==> src/rtl/karatsuba_seq.sv <==
// karatsuba_seq: multi-cycle Karatsuba multiplier; one shared (WIDTH/2+1)-bit multiplier
// forms z2, z0 and zm on successive cycles. Define KARATSUBA_APPROX_EN to clear the low APX_BITS operand bits.
module karatsuba_seq #(
  parameter int WIDTH    = 32,
  parameter int APX_BITS = 4
) (
  input  logic               clk,
  input  logic               rst,
  input  logic               start,
  input  logic [WIDTH-1:0]   A,
  input  logic [WIDTH-1:0]   B,
  output logic               busy,
  output logic               done,
  output logic [2*WIDTH-1:0] P
);

  localparam int HALF = WIDTH / 2;
  localparam int MW   = HALF + 1;
  localparam int ZW   = 2 * HALF + 2;
  localparam int PW   = 2 * WIDTH;

  generate
    if (WIDTH < 4 || (WIDTH % 2) != 0) begin : g_bad_width
      $error("karatsuba_seq: WIDTH must be even and >= 4");
    end
    if (APX_BITS < 0 || APX_BITS > HALF) begin : g_bad_apx
      $error("karatsuba_seq: APX_BITS must be in 0..WIDTH/2");
    end
  endgenerate

  // IDLE wait for start | HI form z2 | LO form z0 | MID form zm | CMB combine, pulse done
  typedef enum logic [2:0] {
    S_IDLE = 3'd0,
    S_HI   = 3'd1,
    S_LO   = 3'd2,
    S_MID  = 3'd3,
    S_CMB  = 3'd4
  } state_t;

  state_t state_q, state_d;

  logic [WIDTH-1:0]  a_q, b_q;
  logic [WIDTH-1:0]  a_cap, b_cap;
  logic [2*HALF-1:0] z2_q, z0_q;
  logic [ZW-1:0]     zm_q;
  logic [PW-1:0]     p_q, p_d;
  logic              done_q;

  logic [HALF-1:0] a_hi, a_lo, b_hi, b_lo;
  logic [MW-1:0]   sa, sb;
  logic [MW-1:0]   mul_a, mul_b;
  logic [ZW-1:0]   mul_p;
  logic [ZW-1:0]   z1;

  logic cap_en, ld_z2, ld_z0, ld_zm, ld_p;

`ifdef KARATSUBA_APPROX_EN
  localparam logic [WIDTH-1:0] APX_KEEP = ~((WIDTH'(1) << APX_BITS) - WIDTH'(1));
  assign a_cap = A & APX_KEEP;
  assign b_cap = B & APX_KEEP;
`else
  assign a_cap = A;
  assign b_cap = B;
`endif

  assign a_hi = a_q[WIDTH-1:HALF];
  assign a_lo = a_q[HALF-1:0];
  assign b_hi = b_q[WIDTH-1:HALF];
  assign b_lo = b_q[HALF-1:0];
  assign sa   = MW'(a_hi) + MW'(a_lo);
  assign sb   = MW'(b_hi) + MW'(b_lo);

  assign mul_p = ZW'(mul_a) * ZW'(mul_b);

  // zm >= z2 + z0 always, so the subtraction never wraps
  assign z1  = zm_q - ZW'(z2_q) - ZW'(z0_q);
  assign p_d = (PW'(z2_q) << WIDTH) + (PW'(z1) << HALF) + PW'(z0_q);

  always_ff @(posedge clk or posedge rst) begin
    if (rst) begin
      state_q <= S_IDLE;
    end else begin
      state_q <= state_d;
    end
  end

  always_comb begin
    state_d = state_q;
    unique case (state_q)
      S_IDLE:  if (start) state_d = S_HI;
      S_HI:    state_d = S_LO;
      S_LO:    state_d = S_MID;
      S_MID:   state_d = S_CMB;
      S_CMB:   state_d = S_IDLE;
      default: state_d = S_IDLE;
    endcase
  end

  always_comb begin
    busy   = (state_q != S_IDLE);
    cap_en = (state_q == S_IDLE) && start;
    ld_z2  = (state_q == S_HI);
    ld_z0  = (state_q == S_LO);
    ld_zm  = (state_q == S_MID);
    ld_p   = (state_q == S_CMB);
    mul_a  = '0;
    mul_b  = '0;
    unique case (state_q)
      S_HI: begin
        mul_a = MW'(a_hi);
        mul_b = MW'(b_hi);
      end
      S_LO: begin
        mul_a = MW'(a_lo);
        mul_b = MW'(b_lo);
      end
      S_MID: begin
        mul_a = sa;
        mul_b = sb;
      end
      default: begin
        mul_a = '0;
        mul_b = '0;
      end
    endcase
  end

  always_ff @(posedge clk or posedge rst) begin
    if (rst) begin
      a_q    <= '0;
      b_q    <= '0;
      z2_q   <= '0;
      z0_q   <= '0;
      zm_q   <= '0;
      p_q    <= '0;
      done_q <= 1'b0;
    end else begin
      done_q <= ld_p;
      if (cap_en) begin
        a_q <= a_cap;
        b_q <= b_cap;
      end
      if (ld_z2) z2_q <= mul_p[2*HALF-1:0];
      if (ld_z0) z0_q <= mul_p[2*HALF-1:0];
      if (ld_zm) zm_q <= mul_p;
      if (ld_p)  p_q  <= p_d;
    end
  end

  assign done = done_q;
  assign P    = p_q;

endmodule

==> config.mk <==
export PLATFORM = sky130hd
export DESIGN_NAME = karatsuba_seq
export DESIGN_NICKNAME = d
export VERILOG_FILES = /design/src/rtl/karatsuba_seq.sv
export SDC_FILE = /design/constraint.sdc
export NUM_CORES = 1
export LEC_CHECK = 0
export BUFFER_PORTS_ARGS = -buffer_cell sky130_fd_sc_hd__buf_2
export CAP_MARGIN = 30
export CORE_MARGIN = 5
export CORE_UTILIZATION = 56
export DETAILED_ROUTE_END_ITERATION = 7
export GPL_TIMING_DRIVEN = 0
export PLACE_DENSITY = 0.86
export SLEW_MARGIN = 20
export SYNTH_ARGS = -nofsm -noshare
export SYNTH_HDL_FRONTEND = slang
export SYNTH_SLANG_ARGS = --single-unit
==> constraint.sdc <==
create_clock -name clk -period 9.4 [get_ports clk]
set_input_delay 0.47 -clock clk [delete_from_list [all_inputs] [get_ports clk]]
set_output_delay 0.47 -clock clk [all_outputs]
set_load 0.1 [all_outputs]
Yosys cells after proc, flatten, opt, wreduce, memory -nomap -nowiden
Cells that the tools add are included.
- word-level logic and storage cells: 27
- register bits: 230
- input port bits: 67
- eq/ne operators: 5
- reductions and logical operators: 3
- $mul: 1
- $add $sub $neg: 6
- muxes and demuxes: 4
- operators with widths (operator ; count):
    17-bit one-hot mux with 3 select lines ; 2
    34-bit by 32-bit subtractor with 34-bit output ; 2
    64-bit by 32-bit adder with 64-bit output ; 1
    64-bit by 50-bit adder with 64-bit output ; 1
    16-bit by 16-bit adder with 17-bit output ; 2
    17-bit by 17-bit multiplier with 34-bit output ; 1
    3-bit one-hot mux with 4 select lines ; 1
    3-bit by 2-bit equality test with 1-bit output, second input constant ; 2
    3-bit by 1-bit equality test with 1-bit output, second input constant ; 1
    3-bit equality test, second input constant ; 1
    3-bit zero test ; 1
    3-bit 2-to-1 mux ; 1
    3-bit nonzero test ; 1
    2-bit != test, second input constant ; 1
    1-bit logical AND ; 1

Depth between registers and ports, before layout
Gate-level depths: netlist of the first run.
- word-level depth: 4
- depth in mapped cells: 34
- mapped depth without buffers: 33

Worst setup path before layout of the first run
Ideal clock, no wire load.
- path type: register to register
- start point: register b_q[1]
- end point: register z0_q[28]
- arrival: 7.982 ns
- period minus slack after synthesis: 8.113 ns
- setup time: 0.131 ns
- required time: 9.269 ns
- stages on the path, launching flop included: 30
- setup slack: 1.287 ns
- path through: dfrtp_1 ha_1 a21o_1 a21oi_2 o21bai_2 a2111oi_4 nor3_1 o31ai_1 mux2_2 a311oi_1 buf_2 nand2_1 fa_1 fa_1 inv_1 fa_1 fa_1 fa_1 inv_1 fa_1 inv_1 ha_1 a21o_1 nor2b_1 a2111oi_0 o21ai_0 o21bai_1 a311oi_1 xor2_1 o21ai_0
- cells in the longest elaborated chain, start to end: 3
- ends and longest elaborated chain (item ; line ; RTL):
    start: declaration ; 42 ; logic [WIDTH-1:0] a_q, b_q;
    start signal: assignment ; 141 ; b_q <= b_cap;
    16-bit by 16-bit adder with 17-bit output ; 71 ; assign sb = MW'(b_hi) + MW'(b_lo);
    17-bit one-hot mux with 3 select lines * ; 108 ; unique case (state_q)
    17-bit by 17-bit multiplier with 34-bit output * ; 73 ; assign mul_p = ZW'(mul_a) * ZW'(mul_b);
    end signal: assignment ; 144 ; if (ld_z0) z0_q <= mul_p[2*HALF-1:0];
    end: declaration ; 44 ; logic [2*HALF-1:0] z2_q, z0_q;
Mark *: on every way between the ends. The rest lies on a longest branch, timed or not.
A chain may end at the register's enable or synchronous reset.

Worst setup path after layout of the first run
- start point: register a_q[16]
- end point: register z2_q[27]
- cells in the longest elaborated chain, start to end: 3
- ends and longest elaborated chain (item ; line ; RTL):
    start: declaration ; 42 ;
    start signal: assignment ; 140 ; a_q <= a_cap;
    16-bit by 16-bit adder with 17-bit output ; 70 ; assign sa = MW'(a_hi) + MW'(a_lo);
    17-bit one-hot mux with 3 select lines * ; 108 ;
    17-bit by 17-bit multiplier with 34-bit output * ; 73 ;
    end signal: assignment ; 143 ; if (ld_z2) z2_q <= mul_p[2*HALF-1:0];
    end: declaration ; 44 ;
Marks and branches as above.

==> results of run 1 <==
[per-layer routing]
metal,GRT usage [%],vias to the layer above
met5,0,-
met4,18.4,0
met3,4.10,239
met2,53.3,837
met1,38.6,10047
li1,-,9187
[worst reg2reg max path, delay by kind of cell (launching register included)]
family	cells	cell delay (ns)
AO/OA/AOI/OAI	14	3.28
XOR/XNOR	2	0.44
adder cells (fa/ha/maj)	9	4.01
buffers and inverters	4	0.50
flip-flops	1	0.41
AND/OR/NAND/NOR	2	0.28
[cells in the mapped netlist, drive strengths merged (4+ instances only)]
cell type,instances
nand2,430
inv,362
fa,259
dfrtp,230
o21ai,213
ha,209
a21oi,119
nor2,107
clkbuf,83
xnor2,78
and2,74
mux2,69
a21o,62
xor2,40
nor3,35
o21a,28
nand3,22
buf,21
nand2b,19
nor2b,18
o21bai,18
a211oi,15
o211ai,14
and3,13
a31oi,12
nand4,11
o31ai,11
a22oi,10
mux2i,10
a211o,8
a21boi,8
a311oi,6
or3,6
a221oi,5
a22o,5
a31o,5
a41oi,4
and4,4
o2111ai,4
o221ai,4
[metrics by stage]
stage,setup slack (ns),util (%)
global placement,-0.442,59.7
finish,0.370,62.4
CTS,0.0275,62.0
detailed placement,-0.265,59.9
floorplan,1.29,-
global route,-0.00184,62.4
[how the worst max path moves through the flow]
stage,start,to,cells after the start
floorplan,b_q[1],z0_q[28],29
global placement,a_q[0],z2_q[28],30
detailed placement,a_q[0],z2_q[27],31
CTS,a_q[16],z2_q[27],31
global route,a_q[0],z2_q[26],33
finish,a_q[16],z2_q[27],31
[state kept, by name, indices dropped and copies added, names as in the netlist]
name / flops
P: 64
a_q: 32
b_q: 32
done: 1
state_q: 3
z0_q: 32
z2_q: 32
zm_q: 34
[final cells by class]
cell class	count	area, um^2
well taps	585	732
repair buffers	143	781
inverters	362	1370
flip-flops and latches	230	5760
multi-input cells	1989	16800
plain buffers	101	420
clock buffers	37	741
clock inverters	9	136
fillers	3576	16100
[kinds of logic (layout without fill, tap and decap cells)]
logic type                 count (synthesis)  after routing
AOI/OAI and AO/OA                        571            571
DFF                                      230            230
and+or+nand+nor                          753            753
xor gates and xnor gates                 118            118
adders and majority gates                468            468
buffers and inverters                    466            652
muxes                                     79             79
[timing repair]
| item | CTS | global route |
|---|---|---|
| endpoints found under the hold margin | 54 | 0 |
| buffers inserted | 0 | 4 |
| pin swaps | 0 | 5 |
| gates resized for setup | 8 | 44 |
| hold buffers | 1 | 0 |
| endpoints found under the setup margin | 19 | 28 |
| gates cloned | 0 | 0 |
==> impl_metrics.py, run 1 <==
metrics = {
    "outcome": {
        "status": "complete, no violations",
    },
    "clocking": {
        "cts_tree": "built",
        "cts_buffers": 25,
        "clockBufferDepth": 3,
        "htree_levels": 1,
        "clkTransAtPathRegs_ns": 0.06,
        "cts_root_buf": "clkbuf_16",
        "clock_latency_ns": 0.56,
        "cts_sinks": 230,
    },
    "critical_path": {
        "r2r_end": "z2_q[27]",
        "r2r_start": "a_q[16]",
        "r2r_setup_slack_ns": 0.37,
        "crit_path_top_delay_cell": "fa_1",
        "worstPathRequired_ns": 9.82,
        "cp.arrival_ns": 9.45,
        "r2r_cells": 31,
        "worstPathMaxFanout": 10,
        "critPathKind": "flip-flop to flip-flop",
        "cpPeakStageDelay_ns": 0.55,
        "start_kind": "flip-flop",
        "path_delay_family": "adder cells",
        "cpMostUsedCell": "fa_1",
        "end_kind": "flip-flop",
        "critPathBufInv": 4,
    },
    "synth": {
        "netlist-cell-type-count": 73,
        "synth_top_flop_cell": "dfrtp_1",
        "synth_compound_area_share_pct": 15.1,
        "synth-xor-area-share_pct": 4.27,
        "yosysTopAreaCellShare_pct": 23.8,
        "synth_top_family_by_area": "adder cells",
        "ys_async_sr_fraction_pct": 100,
        "ys_seq_elements": 230,
        "mappedNetlistArea_mm2": 0.0242,
        "syn-num-nets": 3220,
        "synthSimpleGateAreaFrac_pct": 13.7,
        "synth_area_leaders": "dfrtp_1 24%, fa_1 21%, ha_1 11%",
        "post_synth_inst_count": 2685,
        "synthAdderAreaFrac_pct": 32.2,
        "muxShareOfSynthArea_pct": 3.62,
        "synth_area_leader_cell": "dfrtp_1",
        "ys_seq_area_share_pct": 23.8,
        "syn_area_per_cell_um2": 9.01,
        "ys_warn_count": 0,
        "synth-edff-count": 0,
    },
    "routing": {
        "drt-wirelength-per-cell_um": 21.5,
        "ant_nets": 0,
        "via_count": 20310,
        "wl_um": 74200,
        "route.met3.wl_um": 4460,
        "top_layer": "met4",
        "viasPerCell": 5.88,
        "drc": 0,
        "wl_met1_um": 28800,
        "drtPass1Iterations": 6,
        "drtIter0Drc": 1478,
        "wl_met2_um": 35300,
    },
    "floorplan": {
        "dieArea_mm2": 0.0475,
        "core_mm2": 0.0429,
        "io_pins": 133,
        "rows": 76,
        "start_util_pct": 56.4,
        "fp.dieH_um": 218,
        "dieWidth_um": 218,
    },
    "timing": {
        "maxSlewHeadroom_pct": 29.4,
        "finalCriticalPeriod_ns": 9.03,
        "clock.fmax_ghz": 0.111,
        "setup_viol": 0,
        "hold_slack_ns": 0.151,
        "finClkSkew_ns": 0.0293,
        "final-hold-violation-count": 0,
        "slew_violations": 0,
        "tns_ns": 0,
        "tightest_slew_ns": 1.06,
        "finalCritPeriodShare_pct": 96.1,
    },
    "placed_design": {
        "hpwlAfterDp_um": 61100,
        "place_congestion": 0.965,
        "dpl_cell_area_mm2": 0.0257,
        "numPortBuffers": 132,
        "placed_cells": 3408,
    },
    "grt": {
        "grt-ovfl-total": 0,
        "antenna_found_initial": 0,
        "grt_pass1_wl_um": 117000,
        "grt.total_usage_pct": 31.4,
        "grt_start_max_net_pins": 110,
        "grt_pass1_vias": 21122,
    },
    "hold_path": {
        "worstHoldStart": "A[27]",
        "hold_path.class": "input port to flip-flop",
        "min_to": "a_q[27]",
        "whs_path_depth": 2,
    },
    "final_layout": {
        "drive_gt1_share_pct": 11.0,
        "layout_commonest_cell": "nand2_1",
        "diodes": 0,
        "area_growth_pct": 10.5,
        "final_cells": 3456,
        "final_nets": 3387,
        "final_area_mm2": 0.0267,
        "layout_common_cells": "429 x nand2_1, 361 x inv_1, 259 x fa_1",
    },
    "flow_run": {
        "drv_cap": 0,
    },
}
Power of run 1 is left out: the tool's default activity adds up to more than one toggle a clock period on the data nets, which glitch-free logic cannot reach.
==> run 2: changes to the inputs <==
--- a/config.mk
+++ b/config.mk
@@ -9,9 +9,11 @@
 export CAP_MARGIN = 30
 export CORE_MARGIN = 5
 export CORE_UTILIZATION = 56
+export CTS_BUF_LIST = sky130_fd_sc_hd__clkbuf_4
 export DETAILED_ROUTE_END_ITERATION = 7
 export GPL_TIMING_DRIVEN = 0
 export PLACE_DENSITY = 0.86
+export SETUP_SLACK_MARGIN = 0.02
 export SLEW_MARGIN = 20
 export SYNTH_ARGS = -nofsm -noshare
 export SYNTH_HDL_FRONTEND = slang
==> constraint.sdc (replaced) <==
create_clock -name clk -period 9.2 [get_ports clk]
set_input_delay 0.46 -clock clk [delete_from_list [all_inputs] [get_ports clk]]
set_output_delay 0.46 -clock clk [all_outputs]
set_load 0.1 [all_outputs]
==> run 2 against run 1 <==
  * Via count grew 3.2%
  * Flip-flop and latch count is the same
  * Cell count grew 3.8%
  * Clock skew grew 0.077 ns
  * Clock-buffer cell count grew 46
  * Setup slack lost 0.091 ns
  * Largest cell class unchanged
  * Maximum frequency grew 1.2%
  * Critical path type unchanged
  * Design area grew 2.3%
  * Non-clock buffer count grew 70
==> impl_metrics.py, run 2 (same netlist as run 1, synthesis figures left out) <==
metrics = {
    "hold_path": {
        "hold_path.class": "input port to asynchronous set/reset pin",
    },
    "floorplan": {
        "core_mm2": 0.0429,
        "rows": 76,
        "fp.dieH_um": 218,
        "start_util_pct": 56.4,
        "dieArea_mm2": 0.0475,
        "dieWidth_um": 218,
        "io_pins": 133,
    },
    "clocking": {
        "clock_latency_ns": 0.81,
        "htree_levels": 2,
        "clkTransAtPathRegs_ns": 0.08,
        "cts_sinks": 230,
        "cts_root_buf": "clkbuf_4",
        "cts_buffers": 59,
        "cts_tree": "built",
        "clockBufferDepth": 3,
    },
    "final_layout": {
        "layout_commonest_cell": "nand2_1",
        "multi_input_area_mm2": 0.0169,
        "final_cells": 3588,
        "area_growth_pct": 13.1,
        "drive_gt1_share_pct": 12.8,
        "layout_common_cells": "429 x nand2_1, 361 x inv_1, 259 x fa_1",
        "num-fill-cells": 3493,
        "final_nets": 3491,
        "final_area_mm2": 0.0274,
        "largest_reg_flops": 64,
        "register_area_mm2": 0.00576,
    },
    "critical_path": {
        "cp.arrival_ns": 9.57,
        "r2r_cells": 31,
        "worstPathRequired_ns": 9.85,
        "r2r_setup_slack_ns": 0.28,
        "r2r_start": "a_q[1]",
        "worstPathMaxFanout": 5,
        "r2r_end": "z2_q[27]",
        "critPathKind": "flip-flop to flip-flop",
        "cpMostUsedCell": "fa_1",
        "crit_path_top_delay_cell": "fa_1",
        "start_kind": "flip-flop",
        "cpPeakStageDelay_ns": 0.55,
        "end_kind": "flip-flop",
    },
    "grt": {
        "grt.total_usage_pct": 32.7,
        "antenna_found_initial": 2,
        "grt-ovfl-total": 0,
        "grt_start_max_net_pins": 110,
        "grt_pass1_wl_um": 121000,
        "grt_pass1_vias": 21865,
    },
    "timing": {
        "finClkSkew_ns": 0.106,
        "rsz0062_at_grt": "no",
        "postLayoutSetupSlackWorst_ns": 0.280,
        "slew_violations": 0,
        "setup_viol": 0,
        "tightest_slew_ns": 1.06,
        "maxSlewHeadroom_pct": 29.6,
        "clock.fmax_ghz": 0.112,
        "final-hold-violation-count": 0,
        "finalCriticalPeriod_ns": 8.92,
        "finalCritPeriodShare_pct": 97.0,
    },
    "outcome": {
        "status": "complete, no violations",
    },
    "placed_design": {
        "place_congestion": 0.965,
        "dpl_cell_area_mm2": 0.0257,
        "place_ws_ns": -0.465,
        "numPortBuffers": 132,
        "placed_cells": 3408,
        "hpwlAfterDp_um": 61100,
    },
    "routing": {
        "drtPass1Iterations": 6,
        "drtIter0Drc": 1739,
        "drt-wirelength-per-cell_um": 21.5,
        "viasPerCell": 5.84,
        "via_count": 20968,
        "drc": 0,
        "ant_nets": 0,
        "wl_um": 77200,
    },
    "flow_run": {
        "drv_cap": 0,
    },
}
## run 2: cell count changes in the layout (fill, tap and decap cells not counted), moves of 5 or more
cell           delta
clkbuf_16        -25
clkbuf_1          -5
dlygate4sd3_1    +65
clkbuf_8          -7
clkbuf_4         +84
clkinv_1         +14
## run 2: cell type report
type,instances,area share (%)
Antenna cell,3,0.0274
Buffer,103,1.60
Clock buffer,83,2.28
Clock inverter,22,0.439
Inverter,362,4.99
Multi-Input combinational cell,1989,61.7
Sequential cell,230,21.0
Tap cell,585,2.67
Timing Repair Buffer,211,5.31
## run 2: worst max-delay path: cells and delay by family (launching register included)
kind | cells | cell delay (ns)
compound gates | 13 | 3.43
xor+xnor | 2 | 0.38
fa+ha+maj | 8 | 3.70
buf+inv | 5 | 0.41
flops | 1 | 0.43
simple gates | 3 | 0.43
## run 2: through the flow
stage                     util, %  hold slack [ns]  setup TNS [ns]
final                        63.8            0.221               0
after global routing         63.8            0.237               0
after CTS                    63.3            0.171               0
after detailed placement     59.9            0.458           -8.07
after global placement       59.7            0.453          -10.98
after floorplan                 -            0.450               0
## run 2: how the worst max path moves through the flow
stage | end | startpoint | slack, ns | cells after the start
finish | z2_q[27] | a_q[1] | 0.28 | 31
global route | z2_q[26] | a_q[0] | 0.009 | 33
CTS | z2_q[27] | b_q[0] | 0.008 | 31
detailed placement | z2_q[27] | a_q[0] | -0.47 | 31
global placement | z2_q[28] | a_q[0] | -0.64 | 30
floorplan | z0_q[28] | b_q[1] | 1.09 | 29
## run 2: routing by layer
metal / vias up / wire, um / global-route usage (%)
met4: 0 / 5660 / 19.6
met1: 10261 / 29500 / 39.4
met2: 969 / 37100 / 55.7
met5: - / 0 / 0
met3: 301 / 4980 / 4.90
li1: 9437 / - / -
## run 2: timing repair
action                                  in CTS  in global routing
hold buffers                                66                  0
hold endpoints to repair                   119                  0
endpoints found under the setup margin      29                 32
resized for setup                           17                 54
pin swaps                                    1                  9
setup buffers                                1                  6
Power of run 2 is left out for the same reason.
==> run 3: changes to the inputs <==
--- a/config.mk
+++ b/config.mk
@@ -7,7 +7,7 @@
 export LEC_CHECK = 0
 export BUFFER_PORTS_ARGS = -buffer_cell sky130_fd_sc_hd__buf_2
 export CAP_MARGIN = 30
-export CORE_MARGIN = 5
+export CORE_MARGIN = 2
 export CORE_UTILIZATION = 56
 export CTS_BUF_LIST = sky130_fd_sc_hd__clkbuf_4
 export DETAILED_ROUTE_END_ITERATION = 7
==> constraint.sdc (replaced) <==
create_clock -name clk -period 8.4 [get_ports clk]
set_input_delay 0.42 -clock clk [delete_from_list [all_inputs] [get_ports clk]]
set_output_delay 0.42 -clock clk [all_outputs]
set_load 0.1 [all_outputs]
==> run 3 against run 2 <==
  * The flow now finishes with violations (setup timing)
  * Wire length rose by 4.5%
  * Worst hold slack gained 0.0083 ns
  * Clock skew down 0.035 ns
  * Flip-flop and latch count stayed put
  * Non-clock buffer count increased by 58
  * Critical path depth increased by 1
  * Maximum frequency grew 5.0%
  * Die area is 5.4% lower
  * Via count increased by 2.7%
  * Cell count is 1.3% higher
  * Register-to-register slack got worse by 0.38 ns
  * Largest cell class unchanged
==> impl_metrics.py, run 3 (same netlist as run 1, synthesis figures left out) <==
metrics = {
    "critical_path": {
        "worstPathMaxFanout": 10,
        "cp.arrival_ns": 9.15,
        "cpMostUsedCell": "fa_1",
        "start_kind": "flip-flop",
        "end_kind": "flip-flop",
        "worstPathRequired_ns": 9.05,
        "crit_path_top_delay_cell": "fa_1",
        "cpPeakStageDelay_ns": 0.54,
        "critPathKind": "flip-flop to flip-flop",
    },
    "routing": {
        "drt-wirelength-per-cell_um": 22.2,
        "ant_nets": 0,
        "drc": 0,
        "viasPerCell": 5.93,
        "drtIter0Drc": 1563,
        "via_count": 21538,
        "drtPass1Iterations": 6,
        "wl_um": 80700,
    },
    "placed_design": {
        "dpl_cell_area_mm2": 0.0257,
        "numPortBuffers": 132,
        "hpwlAfterDp_um": 60200,
        "place_congestion": 0.967,
    },
    "final_layout": {
        "num-fill-cells": 3330,
        "drive_gt1_share_pct": 18.4,
        "layout_common_cells": "423 x nand2_1, 351 x inv_1, 242 x fa_1",
        "register_area_mm2": 0.00576,
        "multi_input_area_mm2": 0.0175,
        "final_nets": 3549,
        "largest_reg_flops": 64,
        "area_growth_pct": 18.0,
        "layout_commonest_cell": "nand2_1",
        "final_area_mm2": 0.0286,
    },
    "grt": {
        "antenna_found_initial": 3,
        "grt.total_usage_pct": 35.8,
        "grt_start_max_net_pins": 97,
        "grt-ovfl-total": 0,
        "grt_pass1_wl_um": 122000,
        "grt_pass1_vias": 22047,
    },
    "timing": {
        "final-hold-violation-count": 0,
        "tns_ns": -0.353,
        "rsz0062_at_grt": "yes",
        "maxSlewHeadroom_pct": 39.8,
        "finalCritPeriodShare_pct": 101,
        "postLayoutSetupSlackWorst_ns": -0.0976,
        "clock.fmax_ghz": 0.118,
        "slew_violations": 0,
        "finalCriticalPeriod_ns": 8.50,
        "tightest_slew_ns": 0.903,
        "finClkSkew_ns": 0.0711,
        "setup_viol": 8,
    },
    "hold_path": {
        "hold_path.class": "input port to asynchronous set/reset pin",
    },
    "clocking": {
        "cts_buffers": 59,
        "htree_levels": 2,
        "clockBufferDepth": 3,
        "cts_root_buf": "clkbuf_4",
        "cts_sinks": 230,
        "cts_tree": "built",
        "clock_latency_ns": 0.81,
        "clkTransAtPathRegs_ns": 0.08,
    },
    "floorplan": {
        "fp.dieH_um": 212,
        "core_mm2": 0.0429,
        "rows": 76,
        "io_pins": 133,
        "dieWidth_um": 212,
        "dieArea_mm2": 0.0449,
        "start_util_pct": 56.4,
    },
    "outcome": {
        "status": "complete, but fails checks",
        "violations": "setup timing",
    },
    "flow_run": {
        "drv_cap": 0,
    },
}
-- run 3: cell types whose count changed in the layout (fill, tap and decap cells not counted), moves of 9 or more --
cell / change
buf_4: +59
clkbuf_1: -21
buf_6: +14
inv_2: +9
inv_1: -10
o21ai_0: -12
fa_2: +17
ha_4: +11
fa_1: -17
a21oi_1: -11
ha_1: -15
-- run 3: path summary, 6_finish.rpt --
| path | start | endpoint | depth (start not counted) | slack, ns |
|---|---|---|---|---|
| worst max-delay path | a_q[0] | z2_q[27] | 32 | -0.1 |
| worst min-delay path | rst | b_q[7] | 3 | 0.23 |
| worst max register to register | a_q[0] | z2_q[27] | 32 | -0.1 |
| worst min register to register | P[53] | P[53] | 2 | 0.48 |
| max in group asynchronous | rst | z0_q[31] | 5 | 6.98 |
| min in group clk | A[6] | a_q[6] | 3 | 0.39 |
-- run 3: metrics by stage --
step                cells  hold WS (ns)  worst slack, ns  util [%]
finish               3635         0.230          -0.0976      66.6
global route         3635         0.248           -0.306      66.6
CTS                  3595         0.187           0.0233      64.5
detailed placement   3404         0.461            -1.38      59.8
global placement     3402         0.451            -1.37      59.7
floorplan            2685         0.450            0.287         -
-- run 3: worst max-delay path, delay by kind of cell (launching register included) --
kind                     cells  cell delay [ns]
AO/OA/AOI/OAI               14             2.87
XOR/XNOR                     2             0.37
adder cells (fa/ha/maj)      9             3.90
buffers and inverters        5             0.54
flip-flops                   1             0.41
AND/OR/NAND/NOR              2             0.25
-- run 3: timing repair --
action	4_1_cts	5_1_grt
setup buffers	31	42
hold buffers	66	0
hold endpoints to repair	132	0
endpoints found under the setup margin	53	49
pin swaps	37	133
resized for setup	117	172
-- run 3: per-layer routing --
metal	vias up	track usage [%]	routed length, um
met5	-	0	0
met4	0	21.5	6000
met3	371	4.94	5420
met2	1085	61.4	38800
met1	10543	43.0	30500
li1	9539	-	-
-- run 3: area by class of cell --
class	count	area share, %
Antenna cell	2	0.0175
Buffer	100	1.97
Clock buffer	79	2.08
Clock inverter	16	0.359
Inverter	362	4.78
Multi-Input combinational cell	1989	61.3
Sequential cell	230	20.2
Tap cell	585	2.56
Timing Repair Buffer	272	6.80
Power of run 3 is left out for the same reason.
